File: src/rtl/serial_loader.sv
// serial_loader: serializes one accepted byte LSB first into a downstream
// shift register, then drops we for a latch window of HOLD cycles.
//
// Parameters:
//   HOLD      - number of latch cycles after each frame, legal range 1..15
// Ports:
//   clk       - clock, all state changes on its rising edge
//   rst_n     - asynchronous active-low reset
//   data      - parallel byte to serialize
//   valid     - data is valid this cycle
//   ready     - block can accept a byte this cycle (registered)
//   ser_out   - serial bit to the downstream shift register input (registered)
//   we        - downstream shift enable, low requests its parallel latch (registered)
//   done      - one-cycle pulse at the start of a frame's latch window (registered)
//   frame_cnt - 16-bit wrapping count of done pulses, present only when
//               SERIAL_LOADER_FRAME_CNT_EN is defined
module serial_loader #(
  parameter int unsigned HOLD = 1
) (
  input  logic       clk,
  input  logic       rst_n,
  input  logic [7:0] data,
  input  logic       valid,
  output logic       ready,
  output logic       ser_out,
  output logic       we,
  output logic       done
`ifdef SERIAL_LOADER_FRAME_CNT_EN
  ,
  output logic [15:0] frame_cnt
`endif
);

  localparam int unsigned BIT_W  = 3;
  localparam int unsigned HOLD_W = 4;
  localparam int unsigned BYTE_W = 8;

  typedef enum logic [1:0] {
    IDLE  = 2'd0,
    SHIFT = 2'd1,
    LATCH = 2'd2
  } state_t;

  state_t              state;
  logic [BYTE_W-1:0]   shift_buf;
  logic [BIT_W-1:0]    bit_cnt;
  logic [HOLD_W-1:0]   hold_cnt;

  // The last shift edge is the edge at which done is raised.
  logic last_bit_c;
  assign last_bit_c = (state == SHIFT) && (bit_cnt == BIT_W'(7));

  // Frame sequencer: accept, shift 8 bits LSB first, then hold the latch window.
  always_ff @(posedge clk or negedge rst_n) begin
    if (!rst_n) begin
      state     <= IDLE;
      shift_buf <= '0;
      bit_cnt   <= '0;
      hold_cnt  <= '0;
      ready     <= 1'b1;
      ser_out   <= 1'b0;
      we        <= 1'b0;
      done      <= 1'b0;
    end else begin
      case (state)
        IDLE: begin
          we      <= 1'b0;
          ser_out <= 1'b0;
          done    <= 1'b0;
          if (valid && ready) begin
            shift_buf <= data;
            bit_cnt   <= '0;
            state     <= SHIFT;
            ready     <= 1'b0;
            we        <= 1'b1;
            ser_out   <= data[0];
          end
        end
        SHIFT: begin
          if (last_bit_c) begin
            we       <= 1'b0;
            done     <= 1'b1;
            ser_out  <= 1'b0;
            hold_cnt <= HOLD_W'(1);
            state    <= LATCH;
          end else begin
            // bit 0 already went out on accept, so the next bit sits at [1]
            ser_out   <= shift_buf[1];
            shift_buf <= {1'b0, shift_buf[BYTE_W-1:1]};
            bit_cnt   <= bit_cnt + BIT_W'(1);
          end
        end
        LATCH: begin
          done <= 1'b0;
          we   <= 1'b0;
          if (hold_cnt == HOLD_W'(HOLD)) begin
            hold_cnt <= '0;
            ready    <= 1'b1;
            state    <= IDLE;
          end else begin
            hold_cnt <= hold_cnt + HOLD_W'(1);
          end
        end
        default: begin
          state   <= IDLE;
          ready   <= 1'b1;
          we      <= 1'b0;
          ser_out <= 1'b0;
          done    <= 1'b0;
        end
      endcase
    end
  end

`ifdef SERIAL_LOADER_FRAME_CNT_EN
  // Counts edges where done is driven high; wraps naturally at 16 bits.
  always_ff @(posedge clk or negedge rst_n) begin
    if (!rst_n) begin
      frame_cnt <= '0;
    end else if (last_bit_c) begin
      frame_cnt <= frame_cnt + 16'd1;
    end
  end
`endif

endmodule
File: config.mk
export PLATFORM = sky130hd
export DESIGN_NAME = serial_loader
export DESIGN_NICKNAME = d
export VERILOG_FILES = /design/src/rtl/serial_loader.sv
export SDC_FILE = /design/constraint.sdc
export NUM_CORES = 1
export LEC_CHECK = 0
export BUFFER_PORTS_ARGS = -buffer_cell sky130_fd_sc_hd__buf_2
export CORE_ASPECT_RATIO = 0.9
export CORE_UTILIZATION = 45
export CTS_CLUSTER_SIZE = 40
export DETAILED_ROUTE_END_ITERATION = 10
export GPL_TIMING_DRIVEN = 0
export PLACE_DENSITY = 0.65
export REMOVE_ABC_BUFFERS = 1
export SLEW_MARGIN = 20
export SYNTH_ARGS = -nofsm -noshare
export SYNTH_HDL_FRONTEND = slang
export SYNTH_SLANG_ARGS = --single-unit
File: constraint.sdc
create_clock -name clk -period 5.3 [get_ports clk]
set_input_delay 0 -clock clk [delete_from_list [all_inputs] [get_ports clk]]
set_output_delay 0 -clock clk [all_outputs]
set_load 0.02 [all_outputs]
Yosys cells after proc, flatten, opt, wreduce, memory -nomap -nowiden:

Cells that the tools add are included.

* mux-type cells: 24
* add/sub/neg operators: 2
* bitwise gates (word level): 1
* multipliers: 0
* divide/modulo/power cells: 0
* equal/unequal tests: 8
* reduce and logical (&&, ||, !) cells: 9
* shift-type cells: 0
* magnitude comparators: 0

Operator list (count)
* 2-to-1 mux 8 bit: 2
* one-hot mux 8 bit (2 select lines): 1
* AND reduction 3 bit: 3
* 2-to-1 mux 1 bit: 8
* 2-to-1 mux 4 bit: 2
* inequality test 2 bit (second input constant): 4
* one-hot mux 4 bit (2 select lines): 1
* 2-to-1 mux 2 bit: 3
* 2-to-1 mux 3 bit: 2
* one-hot mux 1 bit (3 select lines): 2
* one-hot mux 2 bit (3 select lines): 1
* one-hot mux 3 bit (2 select lines): 1
* adder 4 x 1 -> 4 bit (second input constant): 1
* equality test 4 x 1 -> 1 bit (second input constant): 1
* nonzero test 2 bit: 2
* adder 3 x 1 -> 3 bit (second input constant): 1
* equality test 3 bit (second input constant): 1
* equality test 2 x 1 -> 1 bit (second input constant): 1
* equality test 2 bit (second input constant): 1
* logical AND 1 bit: 2
* logical NOT 2 bit: 1
* one-hot mux 1 bit (2 select lines): 1
* AND reduction 2 bit: 1
* inverter 1 bit: 1

* register bits after elaboration: 21
* memories: 0
* bits in writable memories: 0
* logic and storage cells: 52
* bits in latches: 0
* bits in read-only memories: 0
* output and inout bits: 4

Logic depth before layout (Yosys ltp):

Gate-level depths: netlist of run 1.

* word-level depth: 4
* mapped depth: 6
* depth with buffers taken out: 5

Worst setup path before layout of run 1:

No wires, ideal clock.

* path kind: flip-flop to flip-flop
* start: register bit_cnt[0]
* end: register shift_buf[1]
* setup time: 125 ps
* arrival time: 1547 ps
* setup slack: 3628 ps
* buffers on the path: 1
* period minus slack after synthesis: 1672 ps
* cell stages (with the launch flop): 7
* cell sequence: dfrtp_1 ha_1 ha_1 nor3b_4 nor2_2 buf_6 mux2_4

* cells in the longest elaborated chain, start to end: 4

RTL lines
* start: declaration: line 46 `logic [BIT_W-1:0] bit_cnt;`
* start signal: assignment: line 90 `bit_cnt <= bit_cnt + BIT_W'(1);`
* equality test 3 bit: line 51 `assign last_bit_c = (state == SHIFT) && (bit_cnt == BIT_W'(7));`
* logical AND 1 bit: line 51
* inequality test 2 bit (no source line)
* AND reduction 3 bit (no source line)
* end signal: assignment: line 71 `shift_buf <= data;`
* end signal: assignment: line 89 `shift_buf <= {1'b0, shift_buf[BYTE_W-1:1]};`
* end: declaration: line 45 `logic [BYTE_W-1:0] shift_buf;`

Every way passes these cells.
A chain may end at the register's enable or synchronous reset.

Final worst setup path of run 1:

* start: register state[1]
* end: register shift_buf[3]

* cells in the longest elaborated chain, start to end: 4
* elaborated cells between the ends (all ways): 8
* those cells by class: eq/ne (3); mux (1); reduce/logical (4)

RTL lines
* start: declaration: line 44 `state_t state;`
* start signal: assignment: line 56 `state <= IDLE;`
* start signal: assignment: line 73 `state <= SHIFT;`
* start signal: assignment: line 85 `state <= LATCH;`
* equality test 2 x 1 -> 1 bit: line 51, 65
* logical AND 1 bit: line 51
* inequality test 2 bit (no source line)
* AND reduction 3 bit (no source line)

Parallel ways exist; a longest one is shown, timed or not.

==> results of run 1 <==
## metrics by stage
stage | area (sq um) | setup slack [ns] | hold slack (ns) | cells | utilization (%)
global placement | 1070 | 3.35 | -0.0291 | 113 | 53.0
detailed placement | 1070 | 3.34 | -0.0287 | 113 | 53.0
floorplan | 973 | 3.57 | -0.296 | 74 | -
CTS | 1130 | 3.33 | 0.00471 | 120 | 55.8
finish | 1130 | 3.33 | 0.0203 | 120 | 55.8
global route | 1130 | 3.24 | 0.0481 | 120 | 55.8
## routing by layer
metal,up-vias,GRT usage (%)
met5,-,0
met4,0,4.74
met3,2,6.15
met2,19,25.4
met1,311,20.7
li1,318,-
## power by group
group          internal, mW  total (mW)  switching, mW
combinational       0.00582      0.0104        0.00459
clock                0.0293      0.0747         0.0453
sequential            0.153       0.153              0
total                 0.188       0.238         0.0499
## placed cells by master (no fill, tap or decap), types with 2 or more instances in the layout
| cell type | count |
|---|---|
| dfrtp_1 | 19 |
| buf_2 | 14 |
| mux2_2 | 8 |
| mux2_4 | 5 |
| a21oi_1 | 4 |
| nand2_1 | 4 |
| ha_1 | 4 |
| a22o_1 | 3 |
| clkbuf_4 | 3 |
| dlygate4sd3_1 | 3 |
| inv_1 | 2 |
| nand2b_1 | 2 |
| nor2_1 | 2 |
| o21a_1 | 2 |
| o21ai_0 | 2 |
## worst max-delay path, delay by kind of cell (launching register included)
kind / cells / cell delay [ns]
simple gates: 2 / 0.84
mux: 1 / 0.40
flops: 1 / 0.62
## cell usage after synthesis
| master | number | area share (%) |
|---|---|---|
| nand3b_1 | 1 | 0.74 |
| inv_1 | 2 | 0.74 |
| nor2_1 | 2 | 0.74 |
| nor2b_4 | 1 | 1.4 |
| dfstp_2 | 1 | 2.6 |
| o211ai_1 | 1 | 0.74 |
| a21o_1 | 1 | 0.74 |
| mux2_2 | 8 | 8.8 |
| nand2_1 | 4 | 1.5 |
| nor3b_4 | 1 | 1.8 |
| mux2_4 | 5 | 7.4 |
| a211oi_1 | 1 | 0.74 |
| a21oi_1 | 4 | 2.0 |
| nand4b_1 | 1 | 0.86 |
| a22o_1 | 3 | 2.6 |
| o31ai_1 | 1 | 0.74 |
| ha_1 | 4 | 4.9 |
| o21a_1 | 2 | 1.5 |
| a2bb2oi_1 | 1 | 0.86 |
| dfrtp_1 | 19 | 47 |
| nor2b_1 | 1 | 0.61 |
| nor3b_1 | 1 | 0.74 |
| nand2b_1 | 2 | 1.2 |
| mux2i_1 | 1 | 0.98 |
| nor3_1 | 1 | 0.49 |
| and4bb_2 | 1 | 1.2 |
| a22oi_1 | 1 | 0.74 |
| o21ai_0 | 2 | 0.98 |
| buf_6 | 4 | 4.4 |
| nor2_2 | 1 | 0.61 |
## flip-flops by register name, indices dropped and copies added (netlist names)
name / flops
we: 1
state: 2
shift_buf: 7
done: 1
ready: 1
bit_cnt: 3
ser_out: 1
hold_cnt: 4
## cell families (layout without fill, tap and decap cells)
logic type,after synthesis,in the layout,synth area share (%)
muxes,14,14,17.2
DFF,20,20,49.3
and+or+nand+nor,17,17,11.9
adders and majority gates,4,4,4.91
AOI/OAI and AO/OA,17,17,11.5
buffers and inverters,6,23,5.16
## cell type report
class / instances / area, sq um
repair buffers: 17 / 100
clock buffers: 4 / 26.3
multi-input cells: 52 / 464
flip-flops and latches: 20 / 502
fillers: 187 / 896
well taps: 25 / 31.3
inverters: 2 / 7.51
## worst paths after layout
kind,endpoint,slack [ns],depth (start not counted)
worst max-delay path,shift_buf[3]$_DFFE_PN0P_,3.33,3
worst min-delay path,ready$_DFFE_PN1P_,0.02,4
worst max register to register,shift_buf[3]$_DFFE_PN0P_,3.33,3
worst min register to register,done$_DFFE_PN0P_,0.49,1
max in group asynchronous,ready$_DFFE_PN1P_,4.81,2
min in group asynchronous,hold_cnt[2]$_DFFE_PN0P_,0.16,2
## repair_timing
action / in CTS / in global routing
buffers inserted: 0 / 0
resized for setup: 0 / 0
hold buffers: 3 / 0
endpoints found under the hold margin: 22 / 0
==> results.py, run 1 <==
metrics = {
    "outcome": {
        "outcome": "finished clean",
    },
    "synth": {
        "synth.distinct_cells": 30,
        "synth_area_sq_um": 1020,
        "ys_seq_elements": 20,
        "avgSynthCellArea_sq_um": 13.1,
        "synth_warnings": 0,
        "seq_area_frac_synth_pct": 49.3,
        "syn_inst": 78,
    },
    "timing": {
        "slew_violations": 0,
        "rsz0062_at_grt": "false",
        "setup_violations": 0,
        "period_share_pct": 37.1,
        "worstMarginPinSlew_ns": 0.609,
        "fin_skew_ns": 0.000575,
        "slew-limit-headroom_pct": 59.3,
        "hold_viol_final": 0,
        "fin_crit_ns": 1.97,
        "fin_tns_setup_ns": 0,
        "fmax_mhz": 509,
    },
    "worst_setup_path": {
        "arrival_ns": 2.16,
        "timing.rr.start": "state[1]$_DFFE_PN0P_",
        "critPathLaunchType": "register",
        "end_kind": "register",
        "max_stage_delay_ns": 0.62,
        "cpMaxStageDelayCell": "dfrtp_1",
        "path_cells": "and4bb_2 -> nor2_2 -> mux2_2",
        "critPathKind": "reg -> reg",
        "worst-path-max-fanout": 12,
        "required_ns": 5.49,
        "startpoint": "state[1]$_DFFE_PN0P_",
    },
    "finish": {
        "layout-drive-gt1-share_pct": 36.8,
        "nNetsFinal": 111,
        "antenna_cells": 0,
        "area_delta_synth_final_pct": 11.1,
    },
    "grt": {
        "grt_max_degree": 21,
        "grt_antenna_before_repair": 0,
        "grt_pass1_vias": 591,
        "grt_pass1_wl_microns": 2700,
        "grt.total_usage_pct": 16.0,
        "grt_overflow": 0,
    },
    "place": {
        "gp_congestion": 0.691,
        "dp_hpwl_microns": 1170,
        "io_buffers": 14,
    },
    "detailed_routing": {
        "dr.first_iter.drc_count": 10,
        "final_antenna_net_count": 0,
        "vias": 650,
        "avgRoutedWirePerCell_microns": 13.9,
        "met3_length_microns": 102,
        "drc": 0,
        "wl_met2_microns": 735,
        "met1_length_microns": 810,
        "routed_wl_microns": 1660,
        "viasPerCell": 5.42,
        "first_pass_iters": 4,
        "highest_layer": "met4",
    },
    "floorplanning": {
        "pin_count": 15,
        "chipWidth_microns": 52.1,
        "rows": 15,
        "die_y_microns": 47.1,
        "initial_core_util_pct": 50.2,
        "dieArea_sq_um": 2460,
        "core_sq_um": 2030,
    },
    "power": {
        "finalPower_mw": 0.238,
        "vdd_drop_max_uv": 163,
        "pwr_density_cell_nw_per_um2": 210,
        "p_leak_nw": 0.586,
    },
    "hold_path": {
        "holdCritStartpoint": "valid",
        "hp-class": "in -> reg",
    },
    "clock_network": {
        "tritoncts": "yes",
        "cts_root_buffer": "clkbuf_4",
        "htree_levels": 1,
        "clk_path_buf_depth": 2,
        "clk_pin_slew_worst_paths_ns": 0.11,
        "clk_latency_ns": 0.30,
        "cts_buffers": 3,
        "cts_sinks": 20,
    },
    "job": {
        "drv_cap": 0,
    },
}
Note: power is estimated with default switching activity, not from simulation.
==> inputs of run 2 (changes only) <==
Settings changed: ABC_AREA set to 1, PLACE_DENSITY 0.65 to 0.68.
Clock period 5.3 ns to 1.78 ns, I/O delays scaled along.
==> run 2 against run 1 <==
  * Register-to-register slack got worse by 3.0 ns
  * Sequential power rose to 4.9 times the previous value
  * Via count is 21% higher
  * Clock skew up 0.00072 ns
  * Critical path depth grew 3
  * Core utilization increased by 0.80 points
  * Routed wire length grew 1.8%
  * Maximum frequency rose by 39%
  * Critical endpoint is now bit_cnt[0]$_DFFE_PN0P_
  * Largest power group is now combinational cells
==> results.py, run 2 <==
metrics = {
    "timing": {
        "period_share_pct": 79.3,
        "fin_tns_setup_ns": 0,
        "worstMarginPinSlew_ns": 0.424,
        "fin_crit_ns": 1.41,
        "setup_slack_ns": 0.369,
        "fin_skew_ns": 0.00130,
        "hold_viol_final": 0,
        "fmax_mhz": 709,
        "slew-limit-headroom_pct": 71.8,
        "rsz0062_at_grt": "false",
        "setup_violations": 0,
        "slew_violations": 0,
    },
    "synth": {
        "syn_inst": 118,
        "yosysMostFrequentCell": "nand2_1",
        "synth_common_cells": "36 x nand2_1, 19 x dfrtp_1, 14 x inv_1, 9 x o21ai_0",
        "avgSynthCellArea_sq_um": 8.65,
        "netlist.area_leader.share_pct": 46.6,
        "synth_warnings": 0,
        "seq_area_frac_synth_pct": 49.1,
        "ys_seq_elements": 20,
        "synth_edf_count": 0,
        "ys_top_cells_by_area": "dfrtp_1 47%, nand2_1 13%, o21ai_2 6.0%, inv_1 5.1%, ha_1 4.9%",
        "synth_area_sq_um": 1020,
        "synth_top_cell_by_area": "dfrtp_1",
        "ys.flop_type": "dfrtp_1",
        "synthArstFlopShare_pct": 100,
        "synth.distinct_cells": 19,
    },
    "grt": {
        "grt_overflow": 0,
        "grt_pass1_vias": 719,
        "grt_antenna_before_repair": 0,
        "grt.busiest_layer": "met2",
        "grt_max_degree": 21,
        "met1_usage_pct": 21.9,
        "use_met2_pct": 29.0,
        "grt_pass1_wl_microns": 3050,
        "grt.total_usage_pct": 17.4,
        "use_met3_pct": 5.83,
    },
    "finish": {
        "layout-drive-gt1-share_pct": 24.1,
        "mostFrequentLayoutCells": "36 x nand2_1, 19 x dfrtp_1, 14 x inv_1, 14 x buf_2, 9 x o21ai_0",
        "multiInputGateArea_sq_um": 432,
        "antenna_cells": 0,
        "area_delta_synth_final_pct": 12.4,
        "finalCoreUtilization_pct": 56.6,
        "top_register": "shift_buf",
        "seqCellArea_sq_um": 502,
        "final_common_cell": "nand2_1",
        "nNetsFinal": 153,
        "final.fill_count": 192,
        "top_regs": "shift_buf x7, hold_cnt x4, bit_cnt x3",
        "largest_register_ffs": 7,
    },
    "clock_network": {
        "cts_root_buffer": "clkbuf_4",
        "clk_pin_slew_worst_paths_ns": 0.10,
        "clk_path_buf_depth": 2,
        "cts_buffers": 3,
        "clk_latency_ns": 0.29,
        "tritoncts": "yes",
        "cts_sinks": 20,
        "cts_setup_buffers": 0,
        "htree_levels": 1,
    },
    "place": {
        "io_buffers": 14,
        "post-place-ws_ns": 0.397,
        "gp_congestion": 0.776,
        "dp_hpwl_microns": 1300,
    },
    "hold_path": {
        "holdCritStartpoint": "data[5]",
        "hp-class": "in -> reg",
        "min_to": "shift_buf[5]$_DFFE_PN0P_",
        "holdPathStages": 5,
    },
    "floorplanning": {
        "die_y_microns": 47.2,
        "pin_count": 15,
        "chipWidth_microns": 52.2,
        "rows": 15,
        "dieArea_sq_um": 2460,
        "initial_core_util_pct": 50.4,
        "core_sq_um": 2030,
    },
    "power": {
        "finalPower_mw": 1.83,
        "p_leak_nw": 0.602,
        "vdd_drop_max_uv": 795,
        "pwr_density_cell_nw_per_um2": 1590,
    },
    "detailed_routing": {
        "viasPerCell": 4.87,
        "final_antenna_net_count": 0,
        "first_pass_iters": 4,
        "avgRoutedWirePerCell_microns": 10.4,
        "dr.first_iter.drc_count": 13,
        "drc": 0,
        "vias": 789,
        "routed_wl_microns": 1690,
    },
    "worst_setup_path": {
        "max_stage_delay_ns": 0.41,
        "critPathKind": "reg -> reg",
        "cpLargestDelayFamily": "adder cells",
        "critPathLaunchType": "register",
        "worstPathBufferInverterCount": 0,
        "end_kind": "register",
        "reg2reg_setup_slack_ns": 0.37,
        "timing.rr.start": "bit_cnt[0]$_DFFE_PN0P_",
        "arrival_ns": 1.60,
        "rr_worst_depth": 6,
        "worstReg2RegEnd": "bit_cnt[0]$_DFFE_PN0P_",
        "cpMaxStageDelayCell": "dfrtp_1",
        "worst-path-max-fanout": 4,
        "path_cells": "ha_1 -> ha_1 -> nor2_1 -> nor2_1 -> nand2_1 -> o21ai_0",
        "startpoint": "bit_cnt[0]$_DFFE_PN0P_",
        "required_ns": 1.97,
    },
    "job": {
        "drv_cap": 0,
    },
    "outcome": {
        "outcome": "finished clean",
    },
}
[run 2: changes by cell type in the layout (fill, tap and decap cells not counted), sizes merged, moves of 6 or more]
| cell | previous run | this run |
|---|---|---|
| nand2 | 4 | 41 |
| mux2 | 13 | 0 |
| o21ai | 2 | 16 |
| nor2 | 3 | 9 |
| nand3 | 0 | 6 |
| inv | 2 | 15 |
[run 2: area by class of cell]
class	instances	area share, %
Inverter	15	4.91
Timing Repair Buffer	17	8.72
Multi-Input combinational cell	81	37.6
Sequential cell	20	43.7
Tap cell	25	2.73
Clock buffer	4	2.29
[run 2: worst max path at each step]
| stage | to | slack, ns | cells after the start |
|---|---|---|---|
| 3_3_place_gp | bit_cnt[0]$_DFFE_PN0P_ | 0.38 | 6 |
| 3_5_place_dp | shift_buf[3]$_DFFE_PN0P_ | 0.40 | 7 |
| 4_1_cts | shift_buf[4]$_DFFE_PN0P_ | 0.37 | 7 |
| 6_report | bit_cnt[0]$_DFFE_PN0P_ | 0.37 | 6 |
| 5_1_grt | bit_cnt[0]$_DFFE_PN0P_ | 0.24 | 6 |
| 2_1_floorplan | bit_cnt[0]$_DFFE_PN0P_ | 0.49 | 6 |
[run 2: per-stage QoR]
step           cells  cell area [sq um]  hold slack [ns]
3_3_place_gp     155               1090          -0.0325
4_1_cts          162               1150         0.000642
3_5_place_dp     155               1090          -0.0370
2_1_floorplan    116                990           -0.296
6_report         162               1150          0.00828
5_1_grt          162               1150           0.0226
[run 2: cells by family (layout without fill, tap and decap cells)]
kind of cell             after synthesis  after routing  share of synthesized area [%]
XOR/XNOR                               1              1                          0.858
AO/OA/AOI/OAI                         18             18                           11.8
buffers and inverters                 17             36                           8.58
adder cells (fa/ha/maj)                4              4                           4.90
AND/OR/NAND/NOR                       58             58                           24.8
flip-flops                            20             20                           49.1
[run 2: tightest hold or removal path: stages]
cell	delay (ns)
buf_2	0.07
nand2_1	0.04
o21ai_0	0.06
nand2_1	0.06
o21ai_2	0.05
[run 2: power by group]
group / internal, mW / total, mW / switching [mW]
clock network: 0.0872 / 0.217 / 0.130
registers: 0.641 / 0.757 / 0.116
logic: 0.302 / 0.854 / 0.552
total: 1.03 / 1.83 / 0.799
[run 2: timing repair]
| action | 4_1_cts | 5_1_grt |
|---|---|---|
| hold buffers | 3 | 0 |
| gates resized for setup | 0 | 0 |
| hold endpoints to repair | 22 | 0 |
[run 2: routing by layer]
layer / up-vias / share of wire [%]
li1: 411 / -
met5: - / 0
met1: 358 / 46
met3: 2 / 5.9
met4: 0 / 0.83
met2: 18 / 47
==> inputs of run 3 (changes only) <==
Settings changed: PLACE_DENSITY 0.68 to 0.65.
Clock period 1.78 ns to 1.3 ns, I/O delays scaled along.
==> run 3 against run 2 <==
  * Worst hold slack lost 0.0023 ns
  * Flip-flop and latch count stayed put
  * Via count up 1.4%
  * Combinational power rose by 78%
  * Register-to-register slack worse by 0.34 ns
  * Critical path type unchanged
  * Design area grew 10%
  * Non-clock buffer count is 4 higher
  * Clock power grew 41%
  * Core utilization increased by 5.8 points
  * Largest cell class is now multi-input combinational cells
  * Critical endpoint is now shift_buf[4]$_DFFE_PN0P_
==> results.py, run 3 (synthesized netlist as in run 2, its figures left out) <==
metrics = {
    "floorplanning": {
        "core_sq_um": 2030,
        "die_y_microns": 47.2,
        "dieArea_sq_um": 2460,
        "rows": 15,
        "chipWidth_microns": 52.2,
        "pin_count": 15,
        "initial_core_util_pct": 50.4,
    },
    "worst_setup_path": {
        "arrival_ns": 1.50,
        "critPathKind": "reg -> reg",
        "required_ns": 1.54,
        "critPathLaunchType": "register",
        "end_kind": "register",
        "worst-path-max-fanout": 7,
    },
    "place": {
        "io_buffers": 14,
        "gp_congestion": 0.733,
        "post-place-ws_ns": -0.128,
        "dp_hpwl_microns": 1250,
    },
    "finish": {
        "area_delta_synth_final_pct": 23.9,
        "mostFrequentLayoutCells": "33 x nand2_1, 19 x dfrtp_1, 14 x buf_2",
        "nNetsFinal": 158,
        "top_regs": "shift_buf x7, hold_cnt x4, bit_cnt x3",
        "layout-drive-gt1-share_pct": 34.5,
        "final_common_cell": "nand2_1",
        "largest_register_ffs": 7,
        "final.fill_count": 180,
        "seqCellArea_sq_um": 502,
        "antenna_cells": 0,
        "top_register": "shift_buf",
        "multiInputGateArea_sq_um": 519,
        "finalCoreUtilization_pct": 62.4,
    },
    "grt": {
        "grt_pass1_wl_microns": 3120,
        "grt_overflow": 0,
        "grt_antenna_before_repair": 0,
        "grt_pass1_vias": 691,
        "grt.total_usage_pct": 18.3,
        "grt_max_degree": 21,
    },
    "clock_network": {
        "clk_latency_ns": 0.30,
        "cts_sinks": 20,
        "clk_path_buf_depth": 2,
        "cts_buffers": 3,
        "tritoncts": "yes",
        "clk_pin_slew_worst_paths_ns": 0.11,
        "htree_levels": 1,
        "cts_root_buffer": "clkbuf_4",
    },
    "power": {
        "pwr_density_cell_nw_per_um2": 2270,
        "p_leak_nw": 0.634,
        "vdd_drop_max_uv": 1370,
        "finalPower_mw": 2.88,
    },
    "timing": {
        "fin_skew_ns": 0.00290,
        "setup_violations": 0,
        "rsz0062_at_grt": "true",
        "fin_crit_ns": 1.27,
        "hold_viol_final": 0,
        "fmax_mhz": 789,
        "period_share_pct": 97.5,
        "setup_slack_ns": 0.0320,
        "slew_violations": 0,
        "slew-limit-headroom_pct": 71.0,
        "worstMarginPinSlew_ns": 0.436,
    },
    "detailed_routing": {
        "dr.first_iter.drc_count": 21,
        "avgRoutedWirePerCell_microns": 11.5,
        "drc": 0,
        "vias": 800,
        "routed_wl_microns": 1920,
        "viasPerCell": 4.79,
        "first_pass_iters": 4,
        "final_antenna_net_count": 0,
    },
    "outcome": {
        "outcome": "finished clean",
    },
    "job": {
        "drv_cap": 0,
    },
    "hold_path": {
        "hp-class": "in -> reg",
    },
}
-- run 3: changes by cell type in the layout (fill, tap and decap cells not counted), sizes merged --
cell	before	now
nand2	41	42
buf	14	18
-- run 3: final cells by class --
class | count | share of cell area, %
multi-input combinational | 82 | 41.0
tap | 25 | 2.47
inverter | 15 | 4.45
timing repair buffer | 21 | 10.3
sequential | 20 | 39.7
clock buffer | 4 | 2.08
-- run 3: path summary, 6_finish.rpt --
path,startpoint,endpoint,slack [ns],cells after the start
max,bit_cnt[1]$_DFFE_PN0P_,shift_buf[4]$_DFFE_PN0P_,0.03,7
min in group asynchronous,rst_n,hold_cnt[2]$_DFFE_PN0P_,0.15,2
max reg2reg,bit_cnt[1]$_DFFE_PN0P_,shift_buf[4]$_DFFE_PN0P_,0.03,7
max in group asynchronous,rst_n,ready$_DFFE_PN1P_,0.82,2
min,data[6],shift_buf[6]$_DFFE_PN0P_,0.006,5
min reg2reg,ready$_DFFE_PN1P_,ready$_DFFE_PN1P_,0.51,2
-- run 3: report_power, final --
part           total (mW)  internal (mW)  switching [mW]  leakage, nW
combinational        1.52          0.583           0.933        0.364
clock               0.307          0.120           0.187       0.0150
sequential           1.05          0.877           0.177        0.255
-- run 3: critical path, stage by stage (launching register included) --
cell and delay, ns:
dfrtp_1 0.40, ha_2 0.20, ha_4 0.18, inv_2 0.07, nand2_4 0.10, nand2_8 0.12, nand2_1 0.07, o21ai_2 0.06
-- run 3: repair_timing --
| action | 4_1_cts | 5_1_grt |
|---|---|---|
| setup endpoints to repair | 13 | 15 |
| hold buffers | 3 | 0 |
| gates cloned | 1 | 0 |
| buffers inserted | 1 | 3 |
| resized for setup | 5 | 14 |
| endpoints found under the hold margin | 22 | 0 |
| pin swaps | 1 | 3 |
-- run 3: through the flow --
stage	setup TNS, ns	cell area (sq um)	std cells	hold WS (ns)
finish	0	1260	167	0.00600
global route	-0.119	1260	167	0.0112
CTS	-0.0626	1180	164	0.000815
detailed placement	-1.01	1090	155	-0.0325
global placement	-0.925	1090	155	-0.0312
floorplan	0	990	116	-0.296
-- run 3: per-layer routing --
layer  global-route usage [%]  vias to the layer above  part of all wire [%]
li1                         -                      424                     -
met1                     24.7                      355                    51
met5                        0                        -                     0
met2                     28.2                       19                    44
met3                     7.12                        2                   4.7
met4                     3.68                        0                  0.99
